**src/rtl/rc4_crack_core.sv**
```systemverilog
// RC4 brute-force key search engine: for each candidate key it runs S init, KSA and PRGA
// against external S RAM / ciphertext ROM / plaintext RAM and checks every byte against a character class.
`timescale 1ns/1ps
module rc4_crack_core #(
   parameter int         KEY_BYTES   = 3,
   parameter int         KEY_BITS    = 22,
   parameter int         MSG_LEN     = 32,
   parameter int         MSG_AW      = $clog2(MSG_LEN),
   parameter logic [7:0] CHAR_LO     = 8'd97,
   parameter logic [7:0] CHAR_HI     = 8'd122,
   parameter bit         ALLOW_SPACE = 1'b1
) (
   input  logic                   clk,
   input  logic                   reset,
   input  logic                   start,
   input  logic                   stop,
   input  logic [KEY_BITS-1:0]    key_start,
   input  logic [KEY_BITS-1:0]    key_end,
   output logic                   busy,
   output logic                   done,
   output logic                   found,
   output logic [8*KEY_BYTES-1:0] key_cur,
   output logic [8*KEY_BYTES-1:0] key_out,
   output logic [7:0]             s_addr,
   output logic [7:0]             s_wrdata,
   output logic                   s_wren,
   input  logic [7:0]             s_rddata,
   output logic [MSG_AW-1:0]      em_addr,
   input  logic [7:0]             em_rddata,
   output logic [MSG_AW-1:0]      dm_addr,
   output logic [7:0]             dm_wrdata,
   output logic                   dm_wren
);

   localparam int                  KW       = 8*KEY_BYTES;
   localparam int                  KB_W     = (KEY_BYTES > 1) ? $clog2(KEY_BYTES) : 1;
   localparam logic [KB_W-1:0]     KB_LAST  = KB_W'(KEY_BYTES-1);
   localparam logic [MSG_AW-1:0]   K_LAST   = MSG_AW'(MSG_LEN-1);
   localparam logic [KEY_BITS-1:0] KEY_ONES = '1;

   typedef enum logic [2:0] {S_IDLE, S_INIT, S_KSA, S_PRGA, S_NEXT, S_DONE} state_t;

   state_t              state_q, state_d;
   logic [7:0]          i_q, i_d, j_q, j_d, si_q, si_d, sj_q, sj_d, em_q, em_d;
   logic [MSG_AW-1:0]   k_q, k_d;
   logic [2:0]          sub_q, sub_d;
   logic [KB_W-1:0]     kb_q, kb_d;
   logic [KEY_BITS-1:0] key_q, key_d;
   logic [KW-1:0]       key_out_q, key_out_d;
   logic                found_q, found_d;
   logic [KW-1:0]       key_ext;
   logic [7:0]          key_byte;
   logic [7:0]          plain;

   function automatic logic byte_ok(input logic [7:0] b);
      return ((b >= CHAR_LO) && (b <= CHAR_HI)) || (ALLOW_SPACE && (b == 8'd32));
   endfunction

   // Byte 0 is the most significant key byte.
   function automatic logic [7:0] key_byte_sel(input logic [KW-1:0] k, input logic [KB_W-1:0] n);
      logic [7:0] r;
      r = 8'd0;
      for (int b = 0; b < KEY_BYTES; b++) begin
         if (n == KB_W'(b)) r = k[8*(KEY_BYTES-1-b) +: 8];
      end
      return r;
   endfunction

   assign key_ext = KW'(key_q);
   assign key_cur = key_ext;
   assign key_out = key_out_q;
   assign found   = found_q;
   assign busy    = (state_q == S_INIT) || (state_q == S_KSA) ||
                    (state_q == S_PRGA) || (state_q == S_NEXT);
   assign done    = (state_q == S_DONE);

   always_comb begin
      state_d   = state_q;
      i_d       = i_q;
      j_d       = j_q;
      si_d      = si_q;
      sj_d      = sj_q;
      em_d      = em_q;
      k_d       = k_q;
      sub_d     = sub_q;
      kb_d      = kb_q;
      key_d     = key_q;
      key_out_d = key_out_q;
      found_d   = found_q;
      s_addr    = 8'd0;
      s_wrdata  = 8'd0;
      s_wren    = 1'b0;
      em_addr   = '0;
      dm_addr   = '0;
      dm_wrdata = 8'd0;
      dm_wren   = 1'b0;
      plain     = s_rddata ^ em_q;
      key_byte  = key_byte_sel(key_ext, kb_q);

      case (state_q)
         S_IDLE, S_DONE: begin
            if (start) begin
               state_d = S_INIT;
               key_d   = key_start;
               found_d = 1'b0;
               i_d     = 8'd0;
            end
         end
         S_INIT: begin
            s_addr   = i_q;
            s_wrdata = i_q;
            s_wren   = 1'b1;
            i_d      = i_q + 8'd1;
            if (i_q == 8'd255) begin
               state_d = S_KSA;
               j_d     = 8'd0;
               sub_d   = 3'd0;
               kb_d    = '0;
            end
         end
         S_KSA: begin
            case (sub_q)
               3'd0: begin
                  s_addr = i_q;
                  sub_d  = 3'd1;
               end
               3'd1: begin
                  si_d   = s_rddata;
                  j_d    = j_q + s_rddata + key_byte;
                  s_addr = j_d;
                  sub_d  = 3'd2;
               end
               3'd2: begin
                  s_addr   = i_q;
                  s_wrdata = s_rddata;
                  s_wren   = 1'b1;
                  sub_d    = 3'd3;
               end
               default: begin
                  s_addr   = j_q;
                  s_wrdata = si_q;
                  s_wren   = 1'b1;
                  sub_d    = 3'd0;
                  i_d      = i_q + 8'd1;
                  kb_d     = (kb_q == KB_LAST) ? '0 : kb_q + 1'b1;
                  if (i_q == 8'd255) begin
                     state_d = S_PRGA;
                     i_d     = 8'd0;
                     j_d     = 8'd0;
                     k_d     = '0;
                  end
               end
            endcase
         end
         S_PRGA: begin
            case (sub_q)
               3'd0: begin
                  i_d    = i_q + 8'd1;
                  s_addr = i_d;
                  sub_d  = 3'd1;
               end
               3'd1: begin
                  si_d   = s_rddata;
                  j_d    = j_q + s_rddata;
                  s_addr = j_d;
                  sub_d  = 3'd2;
               end
               3'd2: begin
                  sj_d     = s_rddata;
                  s_addr   = i_q;
                  s_wrdata = s_rddata;
                  s_wren   = 1'b1;
                  sub_d    = 3'd3;
               end
               3'd3: begin
                  s_addr   = j_q;
                  s_wrdata = si_q;
                  s_wren   = 1'b1;
                  em_addr  = k_q;
                  sub_d    = 3'd4;
               end
               3'd4: begin
                  s_addr = si_q + sj_q;
                  em_d   = em_rddata;
                  sub_d  = 3'd5;
               end
               default: begin
                  // Plaintext is always stored, even when it ends this key.
                  dm_addr   = k_q;
                  dm_wrdata = plain;
                  dm_wren   = 1'b1;
                  sub_d     = 3'd0;
                  if (!byte_ok(plain)) begin
                     state_d = S_NEXT;
                  end else if (k_q == K_LAST) begin
                     state_d   = S_DONE;
                     found_d   = 1'b1;
                     key_out_d = key_ext;
                  end else begin
                     k_d = k_q + 1'b1;
                  end
               end
            endcase
         end
         S_NEXT: begin
            // ">=" also ends a search whose start lies above its end after one key.
            if ((key_q >= key_end) || (key_q == KEY_ONES)) begin
               state_d = S_DONE;
            end else begin
               key_d   = key_q + 1'b1;
               state_d = S_INIT;
               i_d     = 8'd0;
            end
         end
         default: state_d = S_IDLE;
      endcase

      if (stop) begin
         state_d   = S_IDLE;
         key_d     = key_q;
         key_out_d = key_out_q;
         found_d   = found_q;
         s_wren    = 1'b0;
         dm_wren   = 1'b0;
      end
   end

   always_ff @(posedge clk or posedge reset) begin
      if (reset) begin
         state_q   <= S_IDLE;
         i_q       <= 8'd0;
         j_q       <= 8'd0;
         si_q      <= 8'd0;
         sj_q      <= 8'd0;
         em_q      <= 8'd0;
         k_q       <= '0;
         sub_q     <= 3'd0;
         kb_q      <= '0;
         key_q     <= '0;
         key_out_q <= '0;
         found_q   <= 1'b0;
      end else begin
         state_q   <= state_d;
         i_q       <= i_d;
         j_q       <= j_d;
         si_q      <= si_d;
         sj_q      <= sj_d;
         em_q      <= em_d;
         k_q       <= k_d;
         sub_q     <= sub_d;
         kb_q      <= kb_d;
         key_q     <= key_d;
         key_out_q <= key_out_d;
         found_q   <= found_d;
      end
   end

endmodule

```
**config.mk**
```make
export PLATFORM = sky130hd
export DESIGN_NAME = rc4_crack_core
export DESIGN_NICKNAME = d
export VERILOG_FILES = /design/src/rtl/rc4_crack_core.sv
export SDC_FILE = /design/constraint.sdc
export NUM_CORES = 1
export LEC_CHECK = 0
export BUFFER_PORTS_ARGS = -buffer_cell sky130_fd_sc_hd__buf_2
export CAP_MARGIN = 30
export CORE_ASPECT_RATIO = 0.7
export CORE_MARGIN = 2
export CORE_UTILIZATION = 55
export DETAILED_ROUTE_END_ITERATION = 8
export PLACE_DENSITY = 0.78
export SLEW_MARGIN = 15
export SYNTH_ARGS = -nofsm -noshare
export SYNTH_HDL_FRONTEND = slang
export SYNTH_SLANG_ARGS = --single-unit
```
**constraint.sdc**
```tcl
create_clock -name clk -period 12.4 [get_ports clk]
set_input_delay 2.48 -clock clk [delete_from_list [all_inputs] [get_ports clk]]
set_output_delay 2.48 -clock clk [all_outputs]
set_load 0.05 [all_outputs]
```
### Yosys cells after proc, flatten, opt, wreduce, memory -nomap -nowiden

Cells that the tools add are included.

* register bits after elaboration: 98
* input bits: 64
* output and inout bits: 87
* logic and storage cells: 156

* add/sub/neg operators: 7
* order comparisons: 3
* equality and inequality tests: 33
* multiplexer cells: 64
* bitwise logic cells: 3
* reduce and logical (&&, ||, !) cells: 34

Operator list (count)
* 8-bit two-way mux: 11
* 8-bit case mux with 5 select lines: 2
* 8-bit case mux with 3 select lines: 3
* 8-bit case mux with 2 select lines: 4
* 5-bit two-way mux: 9
* 22-bit two-way mux: 2
* 22-bit case mux with 2 select lines: 1
* 3-bit two-way mux: 10
* 3-bit case mux with 5 select lines: 2
* 8-bit adder: 3
* 22-bit by 1-bit adder with 22-bit output (second input constant): 1
* 22-bit equality test (second input constant): 1
* 22-bit greater-or-equal comparator: 1
* 6-bit AND reduction: 3
* 3-bit by 2-bit equality test with 1-bit output (second input constant): 4
* 2-bit by 1-bit inequality test with 1-bit output (second input constant): 6
* 2-bit inequality test (second input constant): 6
* 1-bit two-way mux: 10
* 5-bit case mux with 2 select lines: 1
* 5-bit AND reduction: 2
* 2-bit OR reduction: 5
* 3-bit equality test (second input constant): 3
* 3-bit inequality test (second input constant): 3
* 3-bit case mux with 3 select lines: 1
* other kinds (33): 50

### Depth between registers and ports, before layout

* depth after elaboration: 8
* mapped depth: 15
* gate-level depth less buffers: 15

### Worst setup path before layout

Ideal clock, no wire load.

* path kind: input -> output
* from: input s_rddata[0]
* to: output s_addr[7]
* arrival time: 5.892 ns
* data required time: 9.920 ns
* setup slack: 4.028 ns
* stages: 15
* buffers on the path: 0
* cell sequence: ha_1 -> inv_1 -> fa_1 -> nor2b_1 -> o21a_1 -> o21a_1 -> o211ai_1 -> ha_1 -> o21a_1 -> nor2_1 -> a311oi_1 -> a211oi_1 -> xor2_1 -> a221oi_1 -> o21ai_0

* cells in the longest elaborated chain, start to end: 4
* elaborated cells on any way between the ends: 5
* those cells by class: add/sub: 2; mux: 3

Ends and longest elaborated chain
* start, declared: RTL line 27 `input logic [7:0] s_rddata,`
* 8-bit adder (*): RTL line 129, 164
* 8-bit adder: RTL line 129 `j_d = j_q + s_rddata + key_byte;`
* 8-bit case mux with 2 select lines: RTL line 122 `case (sub_q)`
* 8-bit case mux with 3 select lines (*): RTL line 100 `case (state_q)`
* end, declared: RTL line 24 `output logic [7:0] s_addr,`

Mark *: on every way between the ends. The rest lies on a longest branch, timed or not.

### Worst setup path in the final report

Same ends and word-level chain as after synthesis.

==> out/metrics.yaml <==
grt_remaining_overflow: 0
detail_route.vias_per_cell: 6.170
ios: 151
yosys_warnings: 0
cts-resized-gates: 0
netlist.area_leader.share: 0.3166
grt_pass1_wl_um: 37340
vias: 7472
cts_buffer_depth: 2
period_minus_slack_ns: 8.317
num_antenna_cells: 0
yosys-mux-area-fraction: 0.09548
postLayoutCoreUtil: 0.6398
final_nets: 1130
chipWidth_um: 145.8
final_hold_viol_count: 0
synth_area_mm2: 0.007745
synthAdderAreaFrac: 0.08498
hpwl_um: 17520
fin_skew_ns: 0.009333
grt_antenna_before_repair: 0
drt-pass1-iter-count: 6
synth-main-ff-cell: "dfrtp_1"
clock_latency_ns: 0.35
syn_avg_cell_area_um2: 8.539
slew_violations: 0
synth.most_common_cell: "dfrtp_1"
cts_tree: "done"
fin_cells: 1211
worst_slew_pin_slew_ns: 0.9128
drtIter0Drc: 972
syn2layout_area_growth_pct: 14.23
htree_levels: 3
grt_max_degree: 64
synthXorXnorAreaFrac: 0.03150
grt_usage: 0.3164
synth_edf_count: 0
yosys.area_share.simple: 0.1821
clock.fmax_mhz: 120.2
clock-sinks: 98
path_max_fanout: 6
holdBufCountCts: 0
setup_violations: 0
wl_per_cell_um: 19.52
synthTopCellsByArea: "dfrtp_1 32%, ha_1 7.6%, a21oi_1 5.6%"
syn_inst: 907
dp.cells: 1195
cts-root-buf: "clkbuf_16"
wl_um: 23640
fin_setup_tns_ns: 0
synth_compound_area_frac: 0.2315
cap_violations: 0
power_mw: 2.257
rsz0062_at_grt: "false"
clk_pin_slew_ns: 0.07
ir_worst_vdd_mv: 0.1099
placed_area_mm2: 0.008534
synth_top_family_by_area: "compound AO/OA/AOI/OAI gates"
worstSetupStartpointType: "input port"
start_util: 0.5601
cellPowerDensity_mw_per_mm2: 255.1
finalCritPeriodShare: 0.6707
slew_headroom: 0.3915
stdcell_area_mm2: 0.008847
grt_pass1_vias: 6832
synth_common_cells: "98 x dfrtp_1, 89 x nand2_1, 86 x a21oi_1"
core_mm2: 0.01383
endpoint_kind: "primary output"
ys_async_sr_fraction: 1.000
place_congestion: 0.9415
num_rows: 36
synth_top_area_cell: "dfrtp_1"
drive_gt1_frac: 0.2292
leakage_nw: 4.214
portBuffers: 146
die_h_um: 103.3
hold_path_class: "register to register"
critPathRequiredTime_ns: 9.92
ant_nets: 0
synth-seq-cells: 98
status: "complete, no violations"
cp_data_arrival_time_ns: 5.84
ys_seq_area_frac: 0.3166
numCtsBuffers: 9
synthDistinctLibCells: 76
drcViolationCount: 0
crit_type: "input port to primary output"
fp.dieArea_mm2: 0.01506
post_cts_buffers: 0
==> per-layer routing <==
layer,wire length (um),global-route usage
met2,9504,0.4347
met4,351,0.07617
met1,10980,0.4760
met5,23,0.01875
met3,2772,0.1022
==> worst max-delay path, stage by stage <==
cell,delay [ns]
buf_2,0.14
ha_1,0.19
inv_1,0.06
fa_1,0.41
nor2b_1,0.14
o21a_1,0.17
o21a_1,0.14
o211ai_1,0.16
ha_1,0.40
o21a_1,0.13
nor2_1,0.14
a311oi_1,0.07
a211oi_1,0.43
xor2_1,0.20
a221oi_1,0.09
o21ai_0,0.18
buf_2,0.29
==> power by group <==
group | total, mW | internal, mW | switching (mW)
combinational | 1.36 | 0.494 | 0.866
clock | 0.299 | 0.168 | 0.131
sequential | 0.598 | 0.410 | 0.188
==> per-stage QoR <==
step                hold slack, ns  worst slack [ns]
floorplan                   0.4848             4.028
global placement            0.4599             4.180
detailed placement          0.4697             4.204
CTS                         0.4858             4.178
global route                0.5164             3.799
finish                      0.4851             4.083
==> logic make-up (layout without fill, tap and decap cells) <==
family,after synthesis,after routing
AO/OA/AOI/OAI,275,275
XOR/XNOR,27,27
buffers and inverters,107,218
other,1,4
adder cells (fa/ha/maj),51,51
flip-flops,98,98
multiplexers,61,61
AND/OR/NAND/NOR,287,287
==> worst paths after layout <==
| check | startpoint | end | slack, ns | cells after the start |
|---|---|---|---|---|
| min reg2reg | found$_DFFE_PP0P_ | found$_DFFE_PP0P_ | 0.49 | 2 |
| max in group asynchronous | reset | i_q[2]$_DFFE_PP0P_ | 9.04 | 3 |
| min | found$_DFFE_PP0P_ | found$_DFFE_PP0P_ | 0.49 | 2 |
| max | s_rddata[0] | s_addr[7] | 4.08 | 17 |
| max reg2reg | state_q[0]$_DFFE_PP0P_ | key_out[17]$_DFFE_PP0P_ | 8.87 | 7 |
| min in group asynchronous | reset | key_out[2]$_DFFE_PP0P_ | 2.14 | 2 |
==> sequential cells by signal (all words and copies together) (netlist names) <==
register,flops
key_out,22
key_q,22
j_q,8
k_q,5
i_q,8
found,1
si_q,8
state_q,3
sub_q,3
kb_q,2
em_q,8
sj_q,8
==> cells in the final DEF (no fill, tap or decap), types with 19 or more instances in the layout <==
master / instances
buf_2: 146
dfrtp_1: 98
nand2_1: 89
a21oi_1: 85
o21ai_0: 61
nor2_1: 60
ha_1: 47
inv_1: 45
nand3_1: 33
mux2_2: 27
mux2_4: 19
==> layout make-up <==
| type | instances | area, um^2 |
|---|---|---|
| tap | 190 | 237.7 |
| clock buffer | 11 | 252.7 |
| inverter | 48 | 182.7 |
| multi-input combinational | 705 | 4871 |
| fill | 1262 | 4981 |
| timing repair buffer | 154 | 790.8 |
| sequential | 98 | 2452 |
| clock inverter | 5 | 60.06 |
(Power assumes the default switching activity.)
